==> config.mk <==
export PLATFORM = sky130hd
export DESIGN_NAME = frame_buffer_read_arbiter
export DESIGN_NICKNAME = d
export VERILOG_FILES = /design/src/rtl/frame_buffer_read_arbiter.sv
export SDC_FILE = /design/constraint.sdc
export NUM_CORES = 1
export LEC_CHECK = 0
export ABC_AREA = 0
export BUFFER_PORTS_ARGS = -buffer_cell sky130_fd_sc_hd__buf_2
export CAP_MARGIN = 20
export CORE_ASPECT_RATIO = 0.9
export CORE_UTILIZATION = 25
export DETAILED_ROUTE_END_ITERATION = 16
export PLACE_DENSITY = 0.52
export SYNTH_ARGS = -nofsm -noshare
export SYNTH_HDL_FRONTEND = slang
export SYNTH_SLANG_ARGS = --single-unit
==> constraint.sdc <==
create_clock -name clk -period 2.65 [get_ports clk]
set_input_delay 0 -clock clk [delete_from_list [all_inputs] [get_ports clk]]
set_output_delay 0 -clock clk [all_outputs]
set_load 0.01 [all_outputs]
==> src/rtl/frame_buffer_read_arbiter.sv <==
// -----------------------------------------------------------------------------
// frame_buffer_read_arbiter
//
// Shares the single read port of the 320x240 RGB565 capture frame buffer BRAM
// between the VGA display scanner (hard real-time, always wins) and the
// object-detection frame transfer (bursty, stallable). One read is accepted
// per cycle. The granted address is registered onto bram_addr. An owner tag
// travels alongside the read, so the returning data is steered to the
// requester that issued it after a fixed latency of RD_LATENCY+1 cycles.
//
// Optional feature macro: ARB_STATS_EN
//   When defined, the block counts grants per side (disp_gnt_cnt,
//   det_gnt_cnt) and stats_clr clears the counters.
//   When undefined, both counters are tied to 0 and stats_clr is ignored.
//
// Ports
//   clk, resetn        clock, asynchronous active-low reset
//   disp_req/addr      display read request (always accepted when asserted)
//   disp_rvalid/rdata  display read return (1-cycle pulse, data held between)
//   det_enable         0 masks det_req
//   det_req/addr       detection read request, held until det_gnt is seen
//   det_gnt            detection accepted this cycle (combinational)
//   det_rvalid/rdata   detection read return (1-cycle pulse, data held between)
//   det_starved        sticky: detection blocked STARVE_LIMIT cycles in a row
//   starve_clr         clears det_starved and the starvation counter
//   bram_addr          registered BRAM read address
//   bram_dout          BRAM read data, valid RD_LATENCY cycles after bram_addr
//   stats_clr          clears the grant statistics
//   disp_gnt_cnt       display grant count (0 without ARB_STATS_EN)
//   det_gnt_cnt        detection grant count (0 without ARB_STATS_EN)
// -----------------------------------------------------------------------------
module frame_buffer_read_arbiter #(
  parameter int ADDR_W       = 17,
  parameter int DATA_W       = 16,
  parameter int RD_LATENCY   = 1,    // legal range 1..4
  parameter int STARVE_LIMIT = 1024
) (
  input  logic              clk,
  input  logic              resetn,
  input  logic              disp_req,
  input  logic [ADDR_W-1:0] disp_addr,
  output logic              disp_rvalid,
  output logic [DATA_W-1:0] disp_rdata,
  input  logic              det_enable,
  input  logic              det_req,
  input  logic [ADDR_W-1:0] det_addr,
  output logic              det_gnt,
  output logic              det_rvalid,
  output logic [DATA_W-1:0] det_rdata,
  output logic              det_starved,
  input  logic              starve_clr,
  output logic [ADDR_W-1:0] bram_addr,
  input  logic [DATA_W-1:0] bram_dout,
  input  logic              stats_clr,
  output logic [31:0]       disp_gnt_cnt,
  output logic [31:0]       det_gnt_cnt
);

  typedef enum logic [1:0] {
    TAG_NONE = 2'd0,
    TAG_DISP = 2'd1,
    TAG_DET  = 2'd2
  } owner_t;

  // Stage index RD_LATENCY holds the tag whose data is on bram_dout this cycle.
  localparam int          TAG_DEPTH       = RD_LATENCY + 1;
  localparam logic [15:0] STARVE_CNT_MAX  = 16'hFFFF;
  localparam logic [31:0] STARVE_LIMIT_U  = 32'(STARVE_LIMIT);

  owner_t              tag_r [TAG_DEPTH];
  owner_t              tag_in_s;
  logic [ADDR_W-1:0]   addr_next_s;
  logic                det_gnt_s;
  logic                starve_inc_s;
  logic                starve_set_s;
  logic [15:0]         starve_cnt_r;
  logic [15:0]         starve_cnt_next_s;

  // Fixed-priority arbitration, decided fresh every cycle.
  always_comb begin
    det_gnt_s    = 1'b0;
    tag_in_s     = TAG_NONE;
    addr_next_s  = bram_addr;
    starve_inc_s = 1'b0;
    if (disp_req) begin
      tag_in_s     = TAG_DISP;
      addr_next_s  = disp_addr;
      // Detection wanted the port but lost it to the display.
      starve_inc_s = det_req & det_enable;
    end else if (det_req && det_enable) begin
      det_gnt_s   = 1'b1;
      tag_in_s    = TAG_DET;
      addr_next_s = det_addr;
    end else begin
      // Idle: the address holds, a NONE tag keeps the return path quiet.
      tag_in_s    = TAG_NONE;
      addr_next_s = bram_addr;
    end
  end

  assign det_gnt = det_gnt_s;

  // BRAM read address register.
  always_ff @(posedge clk or negedge resetn) begin
    if (!resetn) begin
      bram_addr <= '0;
    end else begin
      bram_addr <= addr_next_s;
    end
  end

  // Owner-tag shift register aligned with the BRAM read latency.
  always_ff @(posedge clk or negedge resetn) begin
    if (!resetn) begin
      for (int i = 0; i < TAG_DEPTH; i++) begin
        tag_r[i] <= TAG_NONE;
      end
    end else begin
      tag_r[0] <= tag_in_s;
      for (int i = 1; i < TAG_DEPTH; i++) begin
        tag_r[i] <= tag_r[i-1];
      end
    end
  end

  // Return path: steer bram_dout to the owner; the other side holds its data.
  always_ff @(posedge clk or negedge resetn) begin
    if (!resetn) begin
      disp_rvalid <= 1'b0;
      disp_rdata  <= '0;
      det_rvalid  <= 1'b0;
      det_rdata   <= '0;
    end else begin
      disp_rvalid <= 1'b0;
      det_rvalid  <= 1'b0;
      case (tag_r[RD_LATENCY])
        TAG_DISP: begin
          disp_rvalid <= 1'b1;
          disp_rdata  <= bram_dout;
        end
        TAG_DET: begin
          det_rvalid <= 1'b1;
          det_rdata  <= bram_dout;
        end
        default: begin
          disp_rvalid <= 1'b0;
          det_rvalid  <= 1'b0;
        end
      endcase
    end
  end

  // Starvation counter next value and sticky-flag set condition.
  always_comb begin
    starve_cnt_next_s = starve_cnt_r;
    starve_set_s      = 1'b0;
    if (det_gnt_s || starve_clr) begin
      starve_cnt_next_s = 16'd0;
    end else if (starve_inc_s && (starve_cnt_r != STARVE_CNT_MAX)) begin
      starve_cnt_next_s = starve_cnt_r + 16'd1;
    end else begin
      starve_cnt_next_s = starve_cnt_r;
    end
    // Flag rises on the blocked cycle that brings the count up to the limit.
    if (starve_inc_s && (({16'd0, starve_cnt_r} + 32'd1) >= STARVE_LIMIT_U)) begin
      starve_set_s = 1'b1;
    end else begin
      starve_set_s = 1'b0;
    end
  end

  // Starvation counter and sticky flag; a same-cycle set beats starve_clr.
  always_ff @(posedge clk or negedge resetn) begin
    if (!resetn) begin
      starve_cnt_r <= 16'd0;
      det_starved  <= 1'b0;
    end else begin
      starve_cnt_r <= starve_cnt_next_s;
      if (starve_set_s) begin
        det_starved <= 1'b1;
      end else if (starve_clr) begin
        det_starved <= 1'b0;
      end else begin
        det_starved <= det_starved;
      end
    end
  end

`ifdef ARB_STATS_EN
  // Grant statistics; a clear in the same cycle as a grant leaves zero.
  always_ff @(posedge clk or negedge resetn) begin
    if (!resetn) begin
      disp_gnt_cnt <= 32'd0;
      det_gnt_cnt  <= 32'd0;
    end else if (stats_clr) begin
      disp_gnt_cnt <= 32'd0;
      det_gnt_cnt  <= 32'd0;
    end else begin
      if (disp_req) begin
        disp_gnt_cnt <= disp_gnt_cnt + 32'd1;
      end else begin
        disp_gnt_cnt <= disp_gnt_cnt;
      end
      if (det_gnt_s) begin
        det_gnt_cnt <= det_gnt_cnt + 32'd1;
      end else begin
        det_gnt_cnt <= det_gnt_cnt;
      end
    end
  end
`else
  logic unused_stats_clr;
  assign unused_stats_clr = stats_clr;
  assign disp_gnt_cnt     = 32'd0;
  assign det_gnt_cnt      = 32'd0;
`endif

endmodule

=== Word-level counts from Yosys, hierarchy flattened ===
Cells that the tools add are included.

* Equal/unequal tests: 3
* Multipliers: 0
* Div/mod/pow operators: 0
* Mux-type cells: 14
* Bitwise logic cells: 1
* Order comparisons: 1
* Shift-type cells: 0
* $add $sub $neg: 2
* Reduce and logical (&&, ||, !) cells: 7

{| class="wikitable"
|+ Operator list
! operator !! number
|-
| 17-bit two-way mux || 2
|-
| 16-bit two-way mux || 2
|-
| 16-bit by 1-bit adder with 17-bit output, second input constant || 1
|-
| 17-bit by 11-bit >= comparator with 1-bit output, second input constant || 1
|-
| 16-bit by 1-bit adder with 16-bit output, second input constant || 1
|-
| 16-bit != test, second input constant || 1
|-
| 1-bit two-way mux || 8
|-
| 2-bit nonzero test || 3
|-
| 2-bit two-way mux || 2
|-
| 1-bit logical AND || 3
|-
| 2-bit by 1-bit == test with 1-bit output, second input constant || 1
|-
| 2-bit == test, second input constant || 1
|-
| 1-bit bitwise AND || 1
|-
| 1-bit logical OR || 1
|}

* Register bits: 72
* Memories kept: 0
* Logic and storage cells: 37
* RAM bits: 0
* Output and inout port bits: 117
* Latch bits: 0
* Bits in read-only memories: 0

=== Logic depth before layout (Yosys ltp) ===
* Word-level depth: 5
* Gate-level depth with buffers: 7

=== Least setup slack after synthesis ===
No wires, ideal clock.

* Path kind: flip-flop to flip-flop
* Start point: register starve_cnt_r[0]
* End point: register starve_cnt_r[9]
* Cell stages (with the launch flop): 7
* Data arrival time: 1.732 ns
* Data required time: 2.502 ns
* Path slack: 0.769 ns
* Cell sequence: dfrtp_1 -> ha_1 -> nand3_1 -> or4_4 -> and4_1 -> xnor2_1 -> nor2_1

* Word-level cells in the longest chain between the ends: 3
* Elaborated cells on any way between the ends: 6

{| class="wikitable"
|+ Ends and longest elaborated chain
! item !! RTL line !! text
|-
| start: declaration || 76 || <nowiki>logic [15:0] starve_cnt_r;</nowiki>
|-
| start signal: assignment || 178 || <nowiki>starve_cnt_r <= starve_cnt_next_s;</nowiki>
|-
| 16-bit by 1-bit adder with 16-bit output or 16-bit != test (tied branches) || 160, 159 ||
|-
| 16-bit two-way mux or 1-bit logical AND (tied branches) || 159 || <nowiki>end else if (starve_inc_s && (starve_cnt_r != STARVE_CNT_MAX)) begin</nowiki>
|-
| 16-bit two-way mux or 2-bit nonzero test (tied branches) || -- ||
|}

Parallel ways exist; a longest one is shown, timed or not. The select of a mux whose other input is x is not followed.
A chain may end at the register's enable or synchronous reset.

=== Worst setup path in the final report ===
* Start point: register starve_cnt_r[0]
* End point: register starve_cnt_r[14]

The elaborated chain is that of the path after synthesis.

==> run summary <==
Initial DRC count: 150. Summing all flip-flop and latch instances after layout gives 0.00180 sq mm. Element type at the critical path start: a register.

In this run the count of I/O pins placed on the die edge is 174. For the via count, the log shows 2788. After clock tree synthesis, the repair step resized 0 gates. The most area-hungry cell type in the Yosys netlist was dfrtp_1. The cell area after technology mapping came out at 0.00365 sq mm. The share of the clock period used by the worst path after layout is 80.1%.

Of the cells placed in the final design, the portion with a size suffix greater than 1 is 34.9%. At the pin with the least slew margin, the transition time is 878 ps. The setup skew after layout came out at 6.36 ps.

The synthesized flop and latch total was 72; the signal arrival time at the worst endpoint was 2340 ps. The clock tree root buffer cell was clkbuf_16. Of the post-synthesis cell area, the dominant cell type holds 49.4%.

The number of I/O port buffers is 108, and the depth of the most critical reg-to-reg path is 6. After legalization and detailed placement, the total HPWL measured 5330 um. Dominant combinational cell family by area after synthesis: multiplexers. The worst hold slack came out at 37.4 ps.

The kind of critical path is register to register. The total core area is 0.0142 sq mm. Measured against the total synthesized area, the mux share comes to 15.2%. In this run the critical register-to-register path is launched from starve_cnt_r[0]$_DFFE_PN0P_.

The largest fanout of any net on the critical path is 8, and the number of buffers between clock root and the deepest sink is 2. In the routed design, unresolved DRC markers number 0. The predominant post-synthesis flop cell was dfrtp_1. STA puts the critical path data required time at 2870 ps. The synthesized netlist contains 43 unique library cells. The height of the chip was 117 um. For the maximum clock rate, the log shows 0.471 GHz. The routed design has 8150 um of wire. The floorplan has 41 rows.

The run finished with clean final reports. In the post-synthesis netlist, the biggest area contributors are dfrtp_1, buf_4, mux2_2, mux2i_1, o21ai_0. The number of antenna violations at the first check in global routing is 0, and the gate count after technology mapping is 325. The clock latency on the worst-skew pair is 330 ps, and the reported max-cap violation count is 0. Across the VDD grid, the largest voltage drop is 0.324 mV. Destination of the worst register-to-register timing path: starve_cnt_r[14]$_DFFE_PN0P_.

The die span in x was 129 um; the die area was 0.0151 sq mm. The synthesized netlist devotes 5.93% of its cell area to compound gates. The via count of the first global-routing pass was 2634; the number of max-slew violations in the final report was 0. Summing all multi-input logic gate instances after layout gives 0.00154 sq mm. For this run, asynchronously set or reset flops after synthesis account for 100%.

The clock-pin slew on the worst setup and hold paths was 60 ps; the detailed-routing iteration count for the pre-antenna-repair pass was 4. The average cell area after synthesis was 11.2 sq um. Once detail routing completed, the nets flagged for antenna violations numbered 0. Setup repair after global routing left no endpoint under its margin. The first global-routing pass estimated 12700 um of wire.

The pin count of the biggest net entering global routing is 63. The number of nets in the layout is 546. The CTS H-tree depth is 3, and the number of buffers created by CTS is 9. In this run the worst setup path terminates at starve_cnt_r[14]$_DFFE_PN0P_. After detailed routing, the number of vias per cell comes to 4.06.

The area growth from synthesis to layout is 36.7%. The tools report the initial core utilization as 25.8%. The finished layout holds 686 standard cells, fillers aside. The filler cells instantiated in the layout total 1433. The path type of the worst min-delay path was input port to register.

The aggregate negative setup slack is 0 ps, and the setup slack of the worst register-to-register path is 530 ps. Dividing the detail-routed wire length by the instance count gives 11.9 um. The number of inserted diodes was 0; the basic-gate share of the synthesized area counting and, or, nand and nor cells was 11.6%.

The run gives 11.0% as the total routing resource utilization after global routing. Counting tap cells, the placed design contains a total of 620 instances. The number of hold violations in the final report was 0. The Yosys step of the flow raised 0 warnings. After clock tree synthesis, the setup repair step added 0 buffers. At the end of routability-driven placement, the weighted congestion stood at 0.794. The remaining max-slew budget at the tightest pin was 41.5%.

Of the total synthesized cell area, the portion taken by full adders, half adders and majority gates is 0.343%. Of the synthesized area, sequential elements account for 49.4%. Summing the areas of all xor and xnor instances in the mapped netlist gives 2.64% of the synthesized area. Global routing finished with a remaining overflow of 0.

TritonCTS built the clock tree. STA classifies the critical path endpoint as a register. In this run the power density over the cells is 604 mW/mm^2. The tools report the total of endpoints with negative setup slack in the final report as 0. The most critical setup path has its startpoint at starve_cnt_r[0]$_DFFE_PN0P_.

For this design the static power due to leakage is 2.45 nW. The clock period could shrink to 2120 ps. The tools report the clock sink count as 72.

Count of flip-flops with a built-in enable after synthesis: 0.
-- how the worst min path moves through the flow --
| stage | from | endpoint | slack (ps) | cells after the start |
|---|---|---|---|---|
| global placement | resetn | det_rdata[15]$_DFFE_PN0P_ | -110 | 1 |
| global route | starve_clr | det_starved$_DFFE_PN0P_ | 60 | 3 |
| CTS | det_addr[6] | bram_addr[6]$_DFFE_PN0P_ | 20 | 3 |
| detailed placement | resetn | disp_rdata[15]$_DFFE_PN0P_ | -100 | 1 |
| finish | det_addr[6] | bram_addr[6]$_DFFE_PN0P_ | 40 | 3 |
| floorplan | resetn | bram_addr[0]$_DFFE_PN0P_ | -300 | 0 |
-- report_power, final --
| part | total [mW] | internal, mW | switching, mW |
|---|---|---|---|
| registers | 1.27 | 1.21 | 0.0532 |
| clock network | 1.22 | 0.732 | 0.485 |
| logic | 0.528 | 0.266 | 0.262 |
| total | 3.01 | 2.21 | 0.801 |
-- layer usage --
metal	part of all wire [%]	global-route usage (%)	routed length, um
met1	45	13.4	3630
met2	48	17.8	3870
met3	6.8	3.66	551
met4	1.2	4.47	95
met5	0	0	0
-- kinds of logic (layout without fill, tap and decap cells) --
logic type | after synthesis | after routing
muxes | 51 | 51
buffers and inverters | 78 | 183
and+or+nand+nor | 76 | 76
DFF | 72 | 72
adders and majority gates | 1 | 1
other | 1 | 64
xor gates and xnor gates | 11 | 11
AOI/OAI and AO/OA | 35 | 35
-- through the flow --
stage | util [%] | area, sq um | worst slack [ps] | total power [mW]
after global routing | 35.2 | 4990 | 334 | 3.18
final | 35.2 | 4990 | 529 | 3.01
after global placement | 29.6 | 4190 | 515 | 1.74
after CTS | 35.2 | 4990 | 544 | 3.06
after detailed placement | 29.6 | 4190 | 551 | 1.75
after floorplan | - | 3890 | 769 | 1.60
-- critical path: stages, from the launching register on --
cell and delay (ps):
dfrtp_1 410, ha_1 200, nand3_1 280, nor4_4 490, nor3_1 240, a21o_1 230
a21o_1 170
-- registers in the layout, summed over array words and instances (netlist names) --
| signal | count |
|---|---|
| bram_addr | 17 |
| det_rdata | 16 |
| disp_rdata | 16 |
| starve_cnt_r | 16 |
| tag_r | 4 |
| det_rvalid | 1 |
| det_starved | 1 |
| disp_rvalid | 1 |
-- cell usage in the layout (no fill, tap or decap), types with 8 or more instances in the layout --
cell type	instances
nand3_1	8
o21ai_0	22
nand2_1	25
buf_2	108
mux2_2	32
dlygate4sd3_1	50
clkbuf_16	9
xnor2_1	9
nor2_1	11
mux2i_1	18
dfrtp_1	72
nor3_1	10
conb_1	64
-- cell type report --
| cell class | instances | share of cell area, % |
|---|---|---|
| Multi-Input combinational cell | 238 | 30.9 |
| Clock buffer | 10 | 4.59 |
| Sequential cell | 72 | 36.1 |
| Inverter | 4 | 0.301 |
| Clock inverter | 6 | 1.35 |
| Timing Repair Buffer | 163 | 21.9 |
| Tap cell | 193 | 4.84 |
-- Yosys cell counts (all sizes together), types with 2 or more instances --
master and n:
or3 2, nor2b 2, nor3 10, mux2i 18, nor4 4, clkbuf 5, mux2 33, and4 2
nand3 8, nand2 26, o21ai 23, xnor2 9, dfrtp 72, a22o 2, nand4 5, nor2 11
buf 69, a21o 3, a21oi 3, xor2 2, or4 2, inv 4
-- repair_timing --
item / 4_1_cts / 5_1_grt
endpoints found under the setup margin: 0 / 0
hold endpoints to repair: 121 / 0
hold buffers: 50 / 0
(Power assumes the default switching activity.)
